## src/rtl/fifo_drain_ctrl.sv

```systemverilog
// Read-side drain sequencer: pops fifo words, serialises them MSB byte first onto a
// valid/ready byte stream, frames them, and pads partial frames on a flush request.
module fifo_drain_ctrl #(
  parameter int                    DATA_WIDTH   = 16,
  parameter int                    READ_LATENCY = 1,
  parameter int                    FRAME_WORDS  = 512,
  parameter logic [DATA_WIDTH-1:0] PAD_WORD     = '1
) (
  input  logic                           rclk_i,
  input  logic                           rrst_n_i,
  input  logic                           enable_i,
  input  logic                           flush_i,
  input  logic [DATA_WIDTH-1:0]          fifo_rdata_i,
  input  logic                           fifo_rempty_i,
  output logic                           fifo_rinc_o,
  output logic [7:0]                     tx_data_o,
  output logic                           tx_valid_o,
  output logic                           tx_last_o,
  input  logic                           tx_ready_i,
  output logic [$clog2(FRAME_WORDS)-1:0] word_cnt_o,
  output logic                           busy_o
);

  localparam int BYTES   = DATA_WIDTH / 8;
  localparam int BIW     = (BYTES > 1) ? $clog2(BYTES) : 1;
  localparam int CW      = $clog2(FRAME_WORDS);
  localparam int SET_CYC = (READ_LATENCY < 1) ? 1 : READ_LATENCY;

  localparam logic [1:0]     SET_LAST = 2'(SET_CYC - 1);
  localparam logic [BIW-1:0] LAST_B   = BIW'(BYTES - 1);
  localparam logic [CW-1:0]  LAST_WC  = CW'(FRAME_WORDS - 1);

  typedef enum logic [1:0] {IDLE, SETTLE, SEND, PAD} state_t;

  state_t                  state_q;
  logic [1:0]              settle_q;
  logic [BIW-1:0]          byte_idx_q;
  logic [DATA_WIDTH-1:0]   hold_q;
  logic [CW-1:0]           word_cnt_q;
  logic                    pend_q;
  logic                    rinc_q;
  logic [7:0]              tx_data_q;
  logic                    tx_valid_q;
  logic                    tx_last_q;

  function automatic logic [7:0] sel_byte(input logic [DATA_WIDTH-1:0] w,
                                          input logic [BIW-1:0] idx);
    logic [DATA_WIDTH-1:0] sh;
    sh = w << (8 * idx);
    return sh[DATA_WIDTH-1 -: 8];
  endfunction

  function automatic logic is_last(input logic [BIW-1:0] idx, input logic [CW-1:0] wc);
    return (idx == LAST_B) && (wc == LAST_WC);
  endfunction

  always_ff @(posedge rclk_i or negedge rrst_n_i) begin
    if (!rrst_n_i) begin
      state_q    <= IDLE;
      settle_q   <= '0;
      byte_idx_q <= '0;
      hold_q     <= '0;
      word_cnt_q <= '0;
      pend_q     <= 1'b0;
      rinc_q     <= 1'b0;
      tx_data_q  <= '0;
      tx_valid_q <= 1'b0;
      tx_last_q  <= 1'b0;
    end else begin
      rinc_q <= 1'b0;
      // Clears below take precedence: a flush while already pending is a no-op.
      if (flush_i) pend_q <= 1'b1;
      case (state_q)
        IDLE: begin
          if (enable_i && !fifo_rempty_i) begin
            state_q  <= SETTLE;
            settle_q <= '0;
            rinc_q   <= (SET_CYC == 1);
          end else if (pend_q && fifo_rempty_i) begin
            if (word_cnt_q != '0) begin
              state_q    <= PAD;
              byte_idx_q <= '0;
              tx_valid_q <= 1'b1;
              tx_data_q  <= sel_byte(PAD_WORD, '0);
              tx_last_q  <= is_last('0, word_cnt_q);
            end else begin
              pend_q <= 1'b0;
            end
          end
        end
        SETTLE: begin
          if (settle_q == SET_LAST) begin
            state_q    <= SEND;
            hold_q     <= fifo_rdata_i;
            byte_idx_q <= '0;
            tx_valid_q <= 1'b1;
            tx_data_q  <= sel_byte(fifo_rdata_i, '0);
            tx_last_q  <= is_last('0, word_cnt_q);
          end else begin
            settle_q <= settle_q + 2'd1;
            rinc_q   <= (settle_q + 2'd1 == SET_LAST);
          end
        end
        SEND, PAD: begin
          if (!tx_valid_q) begin
            // Only reachable in PAD: gap cycle between padding words.
            byte_idx_q <= '0;
            tx_valid_q <= 1'b1;
            tx_data_q  <= sel_byte(PAD_WORD, '0);
            tx_last_q  <= is_last('0, word_cnt_q);
          end else if (tx_ready_i) begin
            if (byte_idx_q == LAST_B) begin
              tx_valid_q <= 1'b0;
              tx_last_q  <= 1'b0;
              byte_idx_q <= '0;
              word_cnt_q <= (word_cnt_q == LAST_WC) ? '0 : word_cnt_q + 1'b1;
              if (state_q == SEND) begin
                state_q <= IDLE;
              end else if (word_cnt_q == LAST_WC) begin
                state_q <= IDLE;
                pend_q  <= 1'b0;
              end
            end else begin
              byte_idx_q <= byte_idx_q + 1'b1;
              tx_data_q  <= sel_byte((state_q == PAD) ? PAD_WORD : hold_q,
                                     BIW'(byte_idx_q + 1'b1));
              tx_last_q  <= is_last(BIW'(byte_idx_q + 1'b1), word_cnt_q);
            end
          end
        end
        default: state_q <= IDLE;
      endcase
    end
  end

  assign fifo_rinc_o = rinc_q;
  assign tx_data_o   = tx_data_q;
  assign tx_valid_o  = tx_valid_q;
  assign tx_last_o   = tx_last_q;
  assign word_cnt_o  = word_cnt_q;
  assign busy_o      = (state_q != IDLE) || pend_q;

endmodule

```

## config.mk

```make
export PLATFORM = sky130hd
export DESIGN_NAME = fifo_drain_ctrl
export DESIGN_NICKNAME = d
export VERILOG_FILES = /design/src/rtl/fifo_drain_ctrl.sv
export SDC_FILE = /design/constraint.sdc
export NUM_CORES = 1
export LEC_CHECK = 0
export CORE_ASPECT_RATIO = 0.6
export CORE_MARGIN = 2
export CORE_UTILIZATION = 30
export DETAILED_ROUTE_END_ITERATION = 10
export PLACE_DENSITY_LB_ADDON = 0.2
export SLEW_MARGIN = 20
export SYNTH_ARGS = -nofsm -noshare
export SYNTH_HDL_FRONTEND = slang
export SYNTH_SLANG_ARGS = --single-unit
```

## constraint.sdc

```tcl
create_clock -name rclk_i -period 3.5 [get_ports rclk_i]
set_input_delay 0.7 -clock rclk_i [delete_from_list [all_inputs] [get_ports rclk_i]]
set_output_delay 0.7 -clock rclk_i [all_outputs]
set_load 0.05 [all_outputs]
```

[Word level (Yosys, flattened, before mapping)]
Cells that the tools add are included.
Word-level totals
  word-level logic and storage cells: 107
  input port bits: 22
  flip-flop bits (word level): 42
Cells by class
  equal/unequal tests: 18
  reduce and logical (&&, ||, !) cells: 19
  multiplexer cells: 56
  shift operators: 1
  add/subtract/negate cells: 3
Operators with widths (number)
  two-way mux 8 bit: 7
  two-way mux 1 bit: 28
  case mux 8 bit (3 select lines): 1
  two-way mux 2 bit: 11
  != test 2 bit, second input constant: 9
  two-way mux 16 bit: 1
  << shifter 16 x 4 -> 16 bit: 1
  != test 3 bit, second input constant: 5
  adder 9 x 1 -> 9 bit, second input constant: 1
  equality test 9 bit, second input constant: 1
  two-way mux 9 bit: 1
  case mux 1 bit (3 select lines): 3
  nonzero test 9 bit: 1
  AND reduction 4 bit: 2
  AND reduction 7 bit: 1
  logical NOT 2 bit: 3
  case mux 2 bit (3 select lines): 1
  AND reduction 6 bit: 1
  AND reduction 5 bit: 1
  equality test 2 bit, second input constant: 2
  case mux 1 bit (2 select lines): 2
  case mux 2 bit (2 select lines): 1
  nonzero test 2 bit: 2
  logical AND 1 bit: 3
  8 further kinds: 8

[Logic depth before layout (Yosys ltp)]
  depth in word-level cells: 7
  gate-level depth with buffers: 9
  depth with buffers taken out: 8

[Worst setup path after synthesis]
Ideal clock, no wire load.
  path type: flip-flop to flip-flop
  from: register word_cnt_q[0], in the netlist word_cnt_o[0]
  to: register word_cnt_q[7], in the netlist word_cnt_o[7]
  clock period less this slack: 2.317 ns
  data required time: 3.352 ns
  path slack: 1.183 ns
  buffers on the path: 1
  arrival: 2.170 ns
  library setup time: 0.148 ns
  stages on the path, launching flop included: 10
  cell sequence: dfrtp_1 > ha_1 > and3_1 > and3_2 > and3_1 > ha_1 > clkbuf_1 > a41oi_1 > o21ai_0 > o31ai_1
On the way
  word-level cells in the longest chain between the ends: 2
Ends and longest elaborated chain
  start: declaration: RTL line 39  | logic [CW-1:0] word_cnt_q;
  start signal: assignment: RTL line 116  | word_cnt_q <= (word_cnt_q == LAST_WC) ? '0 : word_cnt_q + 1'b1;
  adder 9 x 1 -> 9 bit or equality test 9 bit (tied branches): RTL line 116
  two-way mux 9 bit *: RTL line 116
Mark *: on every way between the ends. The rest lies on a longest branch, timed or not.
A chain may end at the register's enable or synchronous reset.

[Worst setup path in the final report]
  from: register state_q[0]
  to: output busy_o
On the way
  word-level cells in the longest chain between the ends: 2
Ends and longest elaborated chain
  start: declaration: RTL line 35  | state_t state_q;
  start signal: assignment: RTL line 59  | state_q <= IDLE;
  start signal: assignment: RTL line 76  | state_q <= SETTLE;
  start signal: assignment: RTL line 81  | state_q <= PAD;
  nonzero test 2 bit: RTL line 141  | assign busy_o = (state_q != IDLE) || pend_q;
  logical OR 1 bit: RTL line 141
  end: declaration: RTL line 21  | output logic busy_o
Every way passes these cells.

==> summary.txt <==
GRT
  • Total GRT Usage: 14.06%
  • Largest net degree at the start of global routing: 43
  • Initial antenna violation count: 0
  • First-pass GRT wire length: 8673 um
  • GRT Residual Overflow: 0
  • Vias in the first global route: 1711

Logic synthesis
  • Synthesized area per cell: 10.13 um^2
  • Sequential area share after synthesis: 48.92%
  • Top_reg_cell synth: dfrtp_1
  • Gate count of the mapped netlist: 212
  • Synthesized Nets: 239
  • Synth area leader: dfrtp_1
  • Number of synthesized flops with an enable pin: 0
  • Cell area after synthesis: 2148 um^2
  • #FFs+latches synth: 42
  • Number of distinct library cells after synthesis: 43
  • Synth warn: 0
  • Yosys top cell area share: 48.92%
  • Post-synth top cells: dfrtp_1 (42), nand2_1 (42), mux2_2 (17)
  • Synth async-reset ratio: 100.0%
  • Largest cells by area after synthesis: dfrtp_1 (49%), mux2_2 (8.9%), nand2_1 (7.3%), mux2i_1 (4.2%), o21ai_0 (3.5%)

Min path
  • Hold WC Path Type: in -> async

Clock network
  • CTS Hold Bufs: 0
  • Clk_lat worst skew: 280 ps
  • Clock Tree Buf Depth: 2
  • Post-CTS resize count: 0
  • CTS Root Buffer Type: clkbuf_16
  • Clock Pin Slew Worst Setup and Hold Paths: 60 ps
  • H-tree lvl count: 2
  • Setup bufs post-CTS: 0
  • TritonCTS buffer count: 5
  • CTS tree: yes
  • Clk sinks: 42

Timing
  • Setup TNS: 0 ps
  • Min Hold Slack: 293.8 ps
  • Final period util: 76.05%
  • PnR worst setup slack: 838.1 ps
  • Max_slew headroom: 57.87%
  • Max Fclk: 375.7 MHz
  • Final setup fails: 0
  • Fin Clk Skew: 4.782 ps
  • RSZ-0062 raised after global routing: false
  • Final Hold Fails: 0
  • Worst-Margin Slew: 632.0 ps
  • Min cycle time layout: 2662 ps
  • Slew Limit Fails: 0

Drt
  • WL final: 5095 um
  • DRT Pass-1 Iters: 7
  • DRT iter0 DRCs: 81
  • Post-DR wirelength/cell: 14.94 um
  • Vias after detailed routing: 1682
  • DRC viols: 1
  • Post-route ant nets: 0
  • Vias/cell: 4.933

Status
  • Failing checks: DRC
  • Status: finished, violations left

Floorplan
  • Initial core utilization: 31.63%
  • IO Count: 43
  • Die height: 69.55 um
  • Rows: 23
  • Core area: 6792 um^2
  • Die X: 113.2 um
  • Die area: 7876 um^2

Finish
  • Area delta synth->final: 29.47%
  • Finished Layout Cells: 341
  • Share of layout cells above drive strength 1: 14.17%
  • Design Area, Final: 2781 um^2
  • Antenna Cells: 0
  • Net count, final: 281

Placement
  • Hpwl dp: 3564 um
  • Placer Congestion: 0.7545
  • Post-Place Setup Slack: 999.7 ps
  • Port Buf Inserts: 42
  • Dpl cells: 333
  • Post-DP Area: 2626 um^2

Critical path
  • CP Cell Sequence: or3_1, clkdlybuf4s50_1
  • CP startpoint kind: register
  • R2R depth: 8
  • Reg2reg end: word_cnt_o[5]
  • R2r setup slk: 1200 ps
  • Nature of the critical path endpoint: output port
  • R2r startpoint: word_cnt_o[0]
  • CP max stage delay: 710 ps
  • Worst setup path class: reg -> out
  • Slowest CP cell: clkdlybuf4s50_1
  • Critical path arrival: 1960 ps
  • Critical path fanouts, max: 14
  • Worst EP required: 2800 ps

Pwr
  • Leakage: 1.195 nW
  • Max rail drop VDD: 0.2132 mV
  • Power Dens Cells: 817.8 nW/um^2

Run
  • MaxCap Viol Count: 0
## sequential cells by signal, indices dropped and copies added, names as in the netlist
signal       cells
state_q          2
hold_q          16
word_cnt_o       9
tx_valid_o       1
tx_data_o        8
byte_idx_q       1
tx_last_o        1
pend_q           1
settle_q         2
fifo_rinc_o      1
## cells by family (layout without fill, tap and decap cells)
family	Yosys count	after routing	share of synthesized area, %
AO/OA/AOI/OAI	42	42	12.81
XOR/XNOR	1	1	0.4078
adder cells (fa/ha/maj)	5	5	2.912
buffers and inverters	17	59	3.902
flip-flops	42	42	48.92
multiplexers	26	26	13.10
AND/OR/NAND/NOR	79	79	17.94
## per-layer routing
layer  share of wire [%]  wire length [um]  track usage, %
met1                  52              2662           21.15
met2                  42              2138           19.96
met3                 4.6               235           2.972
met4                 1.2                59           4.607
met5                   0                 0               0
## worst max path at each step
stage,startpoint,end,slack [ps]
floorplan,word_cnt_o[0],word_cnt_o[7],1180
global placement,tx_ready_i,tx_data_o[5],1050
detailed placement,tx_ready_i,tx_data_o[4],1000
CTS,state_q[1],busy_o,830
global route,state_q[1],busy_o,770
finish,state_q[0],busy_o,840
## cell usage in the layout (no fill, tap or decap), types with 2 or more instances in the layout
cell type         n
inv_1             7
clkinv_2          2
nand4_1           2
a31oi_1           2
a21oi_1          11
and3_1            2
mux2_2           17
o21ai_0          15
nor2_1           16
mux2i_1           9
nand3_1           2
clkdlybuf4s50_1  41
clkbuf_16         5
o31ai_1           2
a22o_1            2
nand2_1          42
nor2_2            3
dfrtp_1          42
ha_1              5
nor3_1            3
## final cells by class
type                       instances  area [um^2]
sequential                        42         1051
clock inverter                     2        10.01
tap                               87        108.9
fill                             708         4010
multi-input combinational        153         1013
clock buffer                       5        125.1
timing repair buffer              44        442.9
inverter                           8        30.03
## per-stage QoR
step | total power, mW | util [%]
global placement | 1.831 | 38.67
global route | 2.430 | 40.95
CTS | 2.294 | 40.66
floorplan | 1.552 | -
detailed placement | 1.843 | 38.67
finish | 2.275 | 40.95
## power by group
| part | internal (mW) | switching [mW] |
|---|---|---|
| Combinational | 0.424 | 0.545 |
| Sequential | 0.663 | 0.202 |
| Clock | 0.258 | 0.183 |
| Total | 1.35 | 0.929 |
## critical path: cells and delay by family (launching register included)
kind | cells | cell delay, ps
buffers and inverters | 1 | 710
flip-flops | 1 | 550
AND/OR/NAND/NOR | 1 | 420
No activity file was read; power rests on OpenSTA's default activity.
==> RTL edit 1: new RTL, same flow settings <==
`FRAME_WORDS`: 512 -> 128.
--- a/src/rtl/fifo_drain_ctrl.sv
+++ b/src/rtl/fifo_drain_ctrl.sv
@@ -5,3 +5,3 @@
   parameter int                    READ_LATENCY = 1,
-  parameter int                    FRAME_WORDS  = 512,
+  parameter int                    FRAME_WORDS  = 128,
   parameter logic [DATA_WIDTH-1:0] PAD_WORD     = '1
Ports: changed (resized word_cnt_o); port bits go from 43 to 41. The function was not compared with the original's and may differ.
==> RTL edit 1 against the unedited design <==
Clock power shrank 6.4%. Routed wire length shrank 17%. Setup slack gained 0.0086 ns. Final cell count shrank 13%. Via count shrank 18%. Total power grew 1.6%. Cell area shrank 8.5%. Area after synthesis shrank 9.4%. First-iteration DRC count shrank 3.7%. Sequential cell count shrank 2. Register-to-register slack gained 0.25 ns. Critical path type unchanged. Critical endpoint unchanged. Largest power group unchanged.
==> RTL edit 1: results (changes against the unedited design) <==
| Metric | Value |
|---|---|
| Crit path max fanout | `16 (+2)` |
| CTS clk-pin slew, worst paths | `0.08 ns (+0.02 ns)` |
| DP Cell Count | `289 (-13%)` |
| Synth area leaders | `dfrtp_1 51%, mux2_2 13%, mux2i_1 4.1%` |
| Post-Synthesis Cells | `171 (-19%)` |
| Wire per inst | `14.29 µm (-4.4%)` |
| Layout cells sized above 1 | `16.90% (+2.7 points)` |
| Post-synth net total | `197 (-18%)` |
| Root Buffer | `clkbuf_8` |
| Status | `finished clean` |
| Synth Area in XOR/XNOR | `1.350% (+0.94 points)` |
| Placed inst area | `2419 µm² (-7.9%)` |
| Slew of the pin with the lowest slew margin | `0.9280 ns (+0.2960 ns)` |
| Cell variety after synth | `36 (-16%)` |
| Synth Area in Compound Gates | `12.21% (-0.60 points)` |
| Initial DRC count | `78 (-3.7%)` |
| Adder-Cell Fraction of Synth Area | `2.571% (-0.34 points)` |
| Leak | `1.090 nW (-8.9%)` |
| Worst hold path type | `reg2reg` |
| Worst slack, placed | `1.158 ns (+0.1587 ns)` |
| Via density | `4.633 (-6.1%)` |
| Setup Skew | `0.006462 ns (+0.001680 ns)` |
| Pin count of the biggest net entering global routing | `41 (-4.7%)` |
| VDD IR max | `0.2957 mV (+39%)` |
| 1st-pass router iterations | `6 (-1)` |
| Vias in the first global route | `1,427 (-17%)` |
| Fin nets | `238 (-15%)` |
| Final HPWL DP | `2.982 mm (-16%)` |
| Reg2reg path depth | `4 (-4)` |
| First-pass GRT wire length | `7.148 mm (-18%)` |
| Final WL | `4.243 mm (-17%)` |
## RTL edit 1: cell count changes after synthesis, moves of 5 or more
cell | unedited run | this run
nand2_1 | 42 | 8
o22ai_1 | 1 | 9
a21oi_1 | 11 | 4
inv_1 | 7 | 14
nor2_1 | 16 | 9
mux2_2 | 17 | 23
o21ai_0 | 15 | 9
clkbuf_1 | 5 | 0
## RTL edit 1: power by group through the flow
stage,logic (mW),registers [mW],clock network (mW)
2_1_floorplan,0.604,1.00,0
3_3_place_gp,1.06,0.839,0
3_5_place_dp,1.07,0.841,0
4_1_cts,1.08,0.833,0.422
5_1_grt,1.15,0.868,0.448
6_report,1.06,0.835,0.412
## RTL edit 1: routing by layer
layer	share of wire [%]	GRT usage [%]	vias up	wire length, µm
met1	56	19.67	666	2362
met4	0.57	3.365	0	24
met2	39	17.69	22	1671
met5	0	0	-	0
li1	-	-	686	-
met3	4.4	3.744	2	185
## RTL edit 1: final cells by class
cell class | count | area (µm²) | area share (%)
inverter | 14 | 52.55 | 2.065
sequential | 40 | 1001 | 39.33
clock buffer | 7 | 96.34 | 3.786
multi-input combinational | 111 | 864.6 | 33.97
clock inverter | 1 | 30.03 | 1.180
timing repair buffer | 40 | 395.4 | 15.54
tap | 84 | 105.1 | 4.130
## RTL edit 1: final timing paths
kind                                   from             to  slack, ns
worst max-delay path             state_q[1]         busy_o       0.85
worst min-delay path              hold_q[8]      hold_q[8]       0.50
worst max register to register  settle_q[0]      hold_q[8]       1.45
worst min register to register    hold_q[8]      hold_q[8]       0.50
max in group asynchronous          rrst_n_i      tx_last_o       2.37
min in group asynchronous          rrst_n_i  word_cnt_o[4]       0.56
==> RTL edit 2: new RTL, same flow settings <==
Made on the original files. Put one more register stage on the output `word_cnt_o`. The value now appears one clock later. The other outputs are not delayed to match.
--- a/src/rtl/fifo_drain_ctrl.sv
+++ b/src/rtl/fifo_drain_ctrl.sv
@@ -139,3 +139,5 @@
   assign tx_last_o   = tx_last_q;
-  assign word_cnt_o  = word_cnt_q;
+  always_ff @(posedge rclk_i) begin
+    word_cnt_o <= word_cnt_q;
+  end
   assign busy_o      = (state_q != IDLE) || pend_q;
Check against the original RTL: not equivalent (a bounded check fails within 10 cycles, from zero or initial values and one cycle with rrst_n_i low).
==> RTL edit 2 against the unedited design <==
Count of clock-buffer cells in the layout grew 3. Clock power grew 5.2%. Combinational power grew 4%. Synthesized cell count shrank 0.47%. Die area up 4.7%. Setup slack worse by 0.0056 ns. Critical path depth stayed put. Largest power group unchanged. Routed wire length is 2.8% lower. Clock skew up 0.0021 ns. Final cell count is 5.6% higher. Sequential cell count is 9 higher. Total power increased by 7.9%. Area after synthesis grew 5.0%. Cell area is 5.0% higher.
==> RTL edit 2: results (changes against the unedited design) <==
| Metric | Value |
|---|---|
| Worst hold path type | `reg2reg` |
| Mapped Area | `2255 µm² (+5.0%)` |
| Fin nets | `282 (+0.36%)` |
| Ys async rst share | `82.35% (-18 points)` |
| Hold Slack | `0.4487 ns (+0.1549 ns)` |
| FF-to-FF End | `state_q[0]` |
| Fin worst setup slack | `0.8326 ns (-0.005568 ns)` |
| Total GRT Usage | `12.99% (-1.1 points)` |
| Synth area leaders | `dfrtp_1 47%, mux2_2 9.5%, dfxtp_1 8.0%` |
| Metal3 WL | `259 µm (+10%)` |
| Buffering overhead | `14.48% (-1.4 points)` |
| Status | `finished clean` |
| Wire per inst | `13.75 µm (-8.0%)` |
| Layout cells sized above 1 | `12.50% (-1.7 points)` |
| Met1 WL | `2.781 mm (+4.5%)` |
| Vias in the first global route | `1,520 (-11%)` |
| Clkbuf count | `8 (+3)` |
| Routed wl met2 | `1.856 mm (-13%)` |
| Worst slack, placed | `0.9537 ns (-0.04602 ns)` |
| Fraction of area in registers | `42.16% (+4.4 points)` |
| Setup Skew | `0.006853 ns (+0.002072 ns)` |
| 1st-pass router iterations | `4 (-3)` |
| DR vias | `1,628 (-3.2%)` |
| Mux contribution to synthesized area | `13.49% (+0.38 points)` |
| CTS Sinks | `51 (+21%)` |
| Post-synth net total | `238 (-0.42%)` |
| Area Overhead vs Synth | `29.52% (about the same)` |
| DP Cell Count | `352 (+5.7%)` |
| Worst Setup SP | `state_q[0]` |
| Adder-Cell Fraction of Synth Area | `2.775% (-0.14 points)` |
| Final HPWL DP | `3.569 mm (+0.14%)` |
| Pint | `1.501 mW (+12%)` |
| Multi-input logic area | `969.7 µm² (-4.3%)` |
| Final GP Congestion | `0.7463 (-1.1%)` |
| Initial DRC count | `56 (-31%)` |
| Layout Cells excl Fill | `360 (+5.6%)` |
| VDD IR max | `0.2558 mV (+20%)` |
| Critical R2R Launch | `word_cnt_q[1]` |
| Setup slack on the worst flop-to-flop path | `1.29 ns (+0.09 ns)` |
| Synth top area share | `46.61% (-2.3 points)` |
| Cell variety after synth | `38 (-12%)` |
| Post-Synthesis Cells | `211 (-0.47%)` |
| Slew of the pin with the lowest slew margin | `0.9701 ns (+0.3381 ns)` |
| Seq/Total Area, Yosys | `54.61% (+5.7 points)` |
| Top cells by count, synth | `42 x dfrtp_1, 34 x nand2_1, 20 x nor2_1` |
| Leak | `1.242 nW (+3.9%)` |
| Clock-cell share | `4.670% (-0.19 points)` |
| Synth Area in Compound Gates | `10.65% (-2.2 points)` |
| Placed inst area | `2784 µm² (+6.0%)` |
| Count of multi-input gates | `146 (-4.6%)` |
==> RTL edit 2: cell count changes in the layout (fill, tap and decap cells not counted), moves of 3 or more <==
cell / delta
dfxtp_1: +9
nand2_1: -8
clkbuf_1: +3
nor2_1: +4
nor2_2: -3
==> RTL edit 2: layer usage <==
layer | vias to the layer above | GRT usage, %
met2 | 29 | 15.85
met3 | 7 | 4.713
li1 | 815 | -
met4 | 0 | 3.968
met5 | - | 0
met1 | 777 | 20.67
==> RTL edit 2: power by group through the flow <==
stage	sequential, mW	clock, mW	combinational, mW
3_5_place_dp	1.00	0	1.01
2_1_floorplan	1.15	0	0.536
6_report	0.985	0.463	1.01
5_1_grt	1.02	0.510	1.10
4_1_cts	0.990	0.480	1.02
3_3_place_gp	0.996	0	1.00
